File: config.mk
export PLATFORM = sky130hd
export DESIGN_NAME = uart_tx_core_flat
export DESIGN_NICKNAME = d
export VERILOG_FILES = /design/src/rtl/uart_tx_pkg.sv /design/src/rtl/uart_tx_if.sv /design/src/rtl/uart_tx_fifo.sv /design/src/rtl/uart_tx_core.sv /design/src/flat_wrapper.sv
export SDC_FILE = /design/constraint.sdc
export NUM_CORES = 1
export LEC_CHECK = 0
export ABC_AREA = 0
export CAP_MARGIN = 20
export CELL_PAD_IN_SITES_DETAIL_PLACEMENT = 1
export CELL_PAD_IN_SITES_GLOBAL_PLACEMENT = 2
export CORE_ASPECT_RATIO = 0.5
export CORE_MARGIN = 5
export CORE_UTILIZATION = 40
export CTS_CLUSTER_SIZE = 20
export DETAILED_ROUTE_END_ITERATION = 12
export PLACE_DENSITY_LB_ADDON = 0.1
export SYNTH_ARGS = -nofsm -noshare
export SYNTH_HDL_FRONTEND = slang
export SYNTH_SLANG_ARGS = --single-unit
File: constraint.sdc
create_clock -name clk -period 3.63 [get_ports clk]
set_input_delay 0.5445 -clock clk [delete_from_list [all_inputs] [get_ports clk]]
set_output_delay 0.5445 -clock clk [all_outputs]
set_load 0.01 [all_outputs]
File: src/rtl/uart_tx_pkg.sv
// Shared types and constants for the UART transmit path.
package uart_tx_pkg;

  typedef enum logic [2:0] {
    ST_OFF,
    ST_IDLE,
    ST_START,
    ST_DATA,
    ST_PARITY,
    ST_STOP
  } tx_state_t;

  localparam logic [1:0] PAR_NONE = 2'b00;
  localparam logic [1:0] PAR_EVEN = 2'b01;
  localparam logic [1:0] PAR_ODD  = 2'b10;

endpackage

File: src/rtl/uart_tx_if.sv
// Write port of the UART transmitter: valid/ready handshake carrying one word.
interface uart_tx_if #(
  parameter int DATA_BITS = 8
);
  logic                 wr_valid;
  logic [DATA_BITS-1:0] wr_data;
  logic                 wr_ready;

  modport master (output wr_valid, output wr_data, input wr_ready);
  modport slave  (input wr_valid, input wr_data, output wr_ready);
endinterface

File: src/rtl/uart_tx_fifo.sv
// Synchronous FIFO with registered count; pop_data shows the head entry, valid in the pop cycle.
module uart_tx_fifo #(
  parameter int WIDTH = 8,
  parameter int DEPTH = 4
) (
  input  logic                     clk,
  input  logic                     reset,
  input  logic                     push,
  input  logic [WIDTH-1:0]         push_data,
  input  logic                     pop,
  output logic [WIDTH-1:0]         pop_data,
  output logic                     full,
  output logic                     empty,
  output logic [$clog2(DEPTH):0]   count
);
  localparam int AW = $clog2(DEPTH);
  localparam int CW = AW + 1;

  logic [WIDTH-1:0] mem [DEPTH];
  logic [AW-1:0]    wr_ptr;
  logic [AW-1:0]    rd_ptr;
  logic             do_push;
  logic             do_pop;

  assign full     = (count == CW'(DEPTH));
  assign empty    = (count == '0);
  assign do_push  = push && !full;
  assign do_pop   = pop && !empty;
  assign pop_data = mem[rd_ptr];

  always_ff @(posedge clk or posedge reset) begin
    if (reset) begin
      wr_ptr <= '0;
      rd_ptr <= '0;
      count  <= '0;
    end else begin
      if (do_push) wr_ptr <= wr_ptr + AW'(1);
      if (do_pop)  rd_ptr <= rd_ptr + AW'(1);
      case ({do_push, do_pop})
        2'b10:   count <= count + CW'(1);
        2'b01:   count <= count - CW'(1);
        default: count <= count;
      endcase
    end
  end

  always_ff @(posedge clk) begin
    if (do_push) mem[wr_ptr] <= push_data;
  end

endmodule

File: src/rtl/uart_tx_core.sv
// UART transmitter: buffered words are framed (start, LSB-first data, optional parity, 1/2 stop)
// and sent back-to-back on txd at a runtime baud divisor.
//
// state  | meaning
// OFF    | transmitter disabled, txd idle high
// IDLE   | enabled, waiting for a buffered word
// START  | start bit (0)
// DATA   | payload bits, LSB first
// PARITY | even/odd parity bit
// STOP   | one or two stop bits (1)
module uart_tx_core
  import uart_tx_pkg::*;
#(
  parameter int DATA_BITS  = 8,
  parameter int FIFO_DEPTH = 4,
  parameter int DIV_WIDTH  = 16
) (
  input  logic                         clk,
  input  logic                         reset,
  input  logic                         tx_en,
  input  logic [DIV_WIDTH-1:0]         baud_div,
  input  logic [1:0]                   parity_mode,
  input  logic                         stop2,
  uart_tx_if.slave                     wr,
  output logic                         txd,
  output logic                         tx_busy,
  output logic                         tx_done,
  output logic [$clog2(FIFO_DEPTH):0]  fifo_count
);
  localparam int BW = $clog2(DATA_BITS);
  localparam logic [BW-1:0] BIT_TOP = BW'(DATA_BITS - 1);

  tx_state_t            state;
  logic [DIV_WIDTH-1:0] baud_cnt;
  logic [DIV_WIDTH-1:0] div_l;
  logic [BW-1:0]        bit_cnt;
  logic [DATA_BITS-1:0] shreg;
  logic                 par_en_l;
  logic                 par_bit_l;
  logic                 stop2_l;
  logic                 stop_idx;
  logic                 fifo_full;
  logic                 fifo_empty;
  logic [DATA_BITS-1:0] fifo_rdata;
  logic                 last_tick;
  logic                 stop_last;
  logic                 frame_end;
  logic                 start_next;
  logic                 done_nxt;

  uart_tx_fifo #(
    .WIDTH (DATA_BITS),
    .DEPTH (FIFO_DEPTH)
  ) u_fifo (
    .clk       (clk),
    .reset     (reset),
    .push      (wr.wr_valid),
    .push_data (wr.wr_data),
    .pop       (start_next),
    .pop_data  (fifo_rdata),
    .full      (fifo_full),
    .empty     (fifo_empty),
    .count     (fifo_count)
  );

  assign wr.wr_ready = !fifo_full;
  assign last_tick   = (baud_cnt == div_l);
  assign stop_last   = (stop_idx == stop2_l);
  assign frame_end   = (state == ST_STOP) && last_tick && stop_last;
  assign start_next  = tx_en && !fifo_empty && ((state == ST_IDLE) || frame_end);

  // tx_done is registered, so predict whether the next cycle is the final cycle of the last stop bit.
  assign done_nxt = last_tick
    ? ((div_l == '0) &&
       (((state == ST_STOP) && !stop_last) ||
        (!stop2_l && ((state == ST_PARITY) ||
                      ((state == ST_DATA) && (bit_cnt == '0) && !par_en_l)))))
    : ((state == ST_STOP) && stop_last && ((baud_cnt + DIV_WIDTH'(1)) == div_l));

  always_ff @(posedge clk or posedge reset) begin
    if (reset) begin
      state     <= ST_OFF;
      baud_cnt  <= '0;
      div_l     <= '0;
      bit_cnt   <= '0;
      shreg     <= '0;
      par_en_l  <= 1'b0;
      par_bit_l <= 1'b0;
      stop2_l   <= 1'b0;
      stop_idx  <= 1'b0;
      txd       <= 1'b1;
      tx_busy   <= 1'b0;
      tx_done   <= 1'b0;
    end else begin
      tx_done <= done_nxt;
      if (start_next) begin
        state     <= ST_START;
        baud_cnt  <= '0;
        div_l     <= baud_div;
        shreg     <= fifo_rdata;
        par_en_l  <= (parity_mode == PAR_EVEN) || (parity_mode == PAR_ODD);
        par_bit_l <= (^fifo_rdata) ^ (parity_mode == PAR_ODD);
        stop2_l   <= stop2;
        txd       <= 1'b0;
        tx_busy   <= 1'b1;
      end else begin
        case (state)
          ST_OFF:  if (tx_en) state <= ST_IDLE;
          ST_IDLE: if (!tx_en) state <= ST_OFF;
          default: begin
            if (!last_tick) begin
              baud_cnt <= baud_cnt + DIV_WIDTH'(1);
            end else begin
              baud_cnt <= '0;
              case (state)
                ST_START: begin
                  state   <= ST_DATA;
                  bit_cnt <= BIT_TOP;
                  txd     <= shreg[0];
                  shreg   <= shreg >> 1;
                end
                ST_DATA: begin
                  if (bit_cnt != '0) begin
                    bit_cnt <= bit_cnt - BW'(1);
                    txd     <= shreg[0];
                    shreg   <= shreg >> 1;
                  end else if (par_en_l) begin
                    state <= ST_PARITY;
                    txd   <= par_bit_l;
                  end else begin
                    state    <= ST_STOP;
                    stop_idx <= 1'b0;
                    txd      <= 1'b1;
                  end
                end
                ST_PARITY: begin
                  state    <= ST_STOP;
                  stop_idx <= 1'b0;
                  txd      <= 1'b1;
                end
                ST_STOP: begin
                  if (!stop_last) begin
                    stop_idx <= 1'b1;
                  end else begin
                    state   <= ST_IDLE;
                    txd     <= 1'b1;
                    tx_busy <= 1'b0;
                  end
                end
                default: state <= ST_OFF;
              endcase
            end
          end
        endcase
      end
    end
  end

endmodule

File: src/flat_wrapper.sv
// flat-port wrapper written by rule: the top's interface ports become plain ports
module uart_tx_core_flat import uart_tx_pkg::*;
#(
  parameter int DATA_BITS  = 8,
  parameter int FIFO_DEPTH = 4,
  parameter int DIV_WIDTH  = 16
)
  (clk, reset, tx_en, baud_div, parity_mode, stop2, txd, tx_busy, tx_done, fifo_count, wr_wr_valid, wr_wr_data, wr_wr_ready);
  uart_tx_if #(.DATA_BITS(DATA_BITS)) wr_i ();
  input  logic clk;
  input  logic reset;
  input  logic tx_en;
  input  logic [DIV_WIDTH-1:0] baud_div;
  input  logic [1:0] parity_mode;
  input  logic stop2;
  output logic txd;
  output logic tx_busy;
  output logic tx_done;
  output logic [$clog2(FIFO_DEPTH):0] fifo_count;
  input wire logic [$bits(wr_i.wr_valid)-1:0] wr_wr_valid;
  input wire logic [$bits(wr_i.wr_data)-1:0] wr_wr_data;
  output wire logic [$bits(wr_i.wr_ready)-1:0] wr_wr_ready;
  assign wr_i.wr_valid = wr_wr_valid;
  assign wr_i.wr_data = wr_wr_data;
  assign wr_wr_ready = wr_i.wr_ready;
  uart_tx_core #(.DATA_BITS(DATA_BITS), .FIFO_DEPTH(FIFO_DEPTH), .DIV_WIDTH(DIV_WIDTH)) u_core (.clk(clk), .reset(reset), .tx_en(tx_en), .baud_div(baud_div), .parity_mode(parity_mode), .stop2(stop2), .wr(wr_i), .txd(txd), .tx_busy(tx_busy), .tx_done(tx_done), .fifo_count(fifo_count));
endmodule
==> results.sh <==
export IMPL_antenna_found_initial=0
export IMPL_synth_area_top_cells="dfrtp_1, edfxtp_1, xnor2_1"
export IMPL_clockBufferDepth=2
export IMPL_die_h_microns=87.0
export IMPL_wl_microns=11300
export IMPL_post_dp_hpwl_microns=8290
export IMPL_drt_initial_drc_count=156
export IMPL_finalCritPeriodShare=0.893
export IMPL_cts_resized=0
export IMPL_p_leak_uw=0.00229
export IMPL_synthCells=400
export IMPL_firstDrtPassIters=4
export IMPL_grt_max_degree=47
export IMPL_htreeDepth=3
export IMPL_rsz0062_at_grt="no"
export IMPL_arrival_ns=3.51
export IMPL_syn_to_final_growth_pct=17.9
export IMPL_post_route_min_period_ns=3.24
export IMPL_start_util=0.405
export IMPL_routed_via_density=5.33
export IMPL_grt_pass1_vias=3568
export IMPL_fmax_ghz=0.309
export IMPL_synth_cell_type_count=57
export IMPL_place_inst=589
export IMPL_clk_pin_slew_ns=0.07
export IMPL_antenna_left=0
export IMPL_final_layout_size_suffix_gt1_frac=0.120
export IMPL_yosysMostFrequentCell="dfrtp_1"
export IMPL_grt_pass1_wl_microns=18800
export IMPL_io_pins=38
export IMPL_wire_per_inst_microns=18.6
export IMPL_status="complete, no violations"
export IMPL_grt_ovfl_total=0
export IMPL_max_slew_margin=0.555
export IMPL_clkSinkCount=92
export IMPL_io_buffers=37
export IMPL_hold_path_class="reg2reg"
export IMPL_place_gp_congestion=0.804
export IMPL_stdcell_count=606
export IMPL_power_density_nw_per_um2=453
export IMPL_ys_flop_type="dfrtp_1"
export IMPL_max_cap_violations=0
export IMPL_fin_skew_ns=0.00812
export IMPL_yosysSeqAreaShare=0.520
export IMPL_grt_total_usage=0.172
export IMPL_cts_hold_buf=0
export IMPL_hold_worst_slack_ns=0.513
export IMPL_worst_ir_drop_vdd_v=0.000239
export IMPL_synth_top_area_share=0.312
export IMPL_hold_viol_final=0
export IMPL_numCtsBuffers=9
export IMPL_synth_seq_cells=92
export IMPL_yosys_warnings=0
export IMPL_antennaDiodeCount=0
export IMPL_cp_max_fo=6
export IMPL_core_area_sq_um=11700
export IMPL_path_class="reg2reg"
export IMPL_fp_row_count=28
export IMPL_worstMarginPinSlew_ns=0.663
export IMPL_maxSlewViolCount=0
export IMPL_die_x_microns=164
export IMPL_drc=0
export IMPL_cts_setup_buffers=0
export IMPL_num_vias=3229
export IMPL_syn_area_per_cell_sq_um=11.8
export IMPL_die_area_sq_um=14300
export IMPL_worstSetupEndpointType="register"
export IMPL_synth_edf_count=32
export IMPL_netlist_area_sq_um=4740
export IMPL_synthArstFlopShare=0.652
export IMPL_fin_setup_tns_ns=0
export IMPL_synth_nets=441
export IMPL_utilization=0.477
export IMPL_crit_required_ns=3.90
export IMPL_worstSetupStartpointType="register"
export IMPL_setup_viol=0
export IMPL_root_buffer="clkbuf_16"
export IMPL_clk_latency_ns=0.34
export IMPL_cts_tree="done"
export IMPL_yosysTopAreaCell="dfrtp_1"
export IMPL_yosys_top_cells_count="dfrtp_1, edfxtp_1, xnor2_1"
export IMPL_final_nets=477
## placed cells by master, fill, tap and decap left out, drive strengths merged, types with 2 or more instances in the layout
cell / count
and2: 9
xnor2: 27
nand4: 8
nor2: 19
nor2b: 5
nor4: 6
a21o: 6
mux2: 19
or4: 2
buf: 7
a21oi: 19
nor3: 8
clkbuf: 9
mux4: 8
a22o: 6
dfrtp: 59
xor2: 20
inv: 24
edfxtp: 32
o21a: 2
nand2: 24
o21ai: 10
a221o: 7
and3: 8
mux2i: 9
clkdlybuf4s50: 37
and4: 3
nand2b: 3
or3: 4
ha: 9
nand3: 15
## logic make-up after synthesis
| family | after synthesis | share of synthesized area |
|---|---|---|
| AND/OR/NAND/NOR | 118 | 0.135 |
| flip-flops | 92 | 0.520 |
| AO/OA/AOI/OAI | 59 | 0.0874 |
| XOR/XNOR | 47 | 0.0869 |
| buffers and inverters | 38 | 0.0349 |
| multiplexers | 36 | 0.108 |
| adder cells (fa/ha/maj) | 10 | 0.0280 |
## routing by layer
layer / vias up / global-route usage / part of all wire
met1: 1659 / 0.220 / 0.46
li1: 1514 / - / -
met3: 8 / 0.0369 / 0.031
met5: - / 0 / 0
met4: 0 / 0.0434 / 0.0084
met2: 48 / 0.301 / 0.50
## per-stage QoR
step | instance area (sq um) | setup WS (ns) | power [uW]
4_1_cts | 5560 | 0.344 | 2570
3_5_place_dp | 5270 | 0.367 | 1620
6_report | 5580 | 0.389 | 2530
5_1_grt | 5580 | 0.172 | 2660
3_3_place_gp | 5270 | 0.540 | 1590
2_1_floorplan | 4740 | 0.549 | 1450
## power breakdown
part | switching, uW | internal (uW) | leakage [uW]
registers | 43.8 | 1180 | 0.00104
clock network | 452 | 488 | 0.000144
logic | 191 | 170 | 0.00111
total | 687 | 1840 | 0.00229
## path summary, 6_finish.rpt
check                           slack, ns  cells past startpoint                endpoint          startpoint
max in group asynchronous            2.44                      3     u_core.baud_cnt[11]               reset
worst max-delay path                 0.39                     12  u_core.u_fifo.count[2]  u_core.baud_cnt[2]
worst min-delay path                 0.51                      2          u_core.tx_busy      u_core.tx_busy
worst min register to register       0.51                      2          u_core.tx_busy      u_core.tx_busy
min in group asynchronous            0.58                      2         u_core.div_l[1]               reset
worst max register to register       0.39                     12  u_core.u_fifo.count[2]  u_core.baud_cnt[2]
## state kept, by name, indices dropped and copies added, names as in the netlist, 2 cells and up
register and flops:
u_core.u_fifo.rd_ptr 2, u_core.baud_cnt 16, u_core.u_fifo.count 3, u_core.bit_cnt 3, u_core.div_l 16, u_core.state 3, u_core.shreg 8, u_core.u_fifo.mem 32
u_core.u_fifo.wr_ptr 2
## final cells by class
cell class              instances  area [sq um]
repair buffers                 44           435
well taps                     165           206
flip-flops and latches         92          2460
multi-input cells             270          2110
clock inverters                 7          70.1
clock buffers                   9           225
inverters                      19          71.3
fillers                      1254          6120
## worst max-delay path: stages (launching register included)
cell and delay [ns]:
dfrtp_1 0.46, xor2_1 0.22, or4_4 0.56, nor4_4 0.38, a32o_2 0.33, nand2_2 0.09, inv_2 0.06, ha_1 0.18
inv_1 0.07, fa_1 0.38, xor2_1 0.16, nor2_1 0.11, xor2_1 0.15
(Power assumes the default switching activity.)
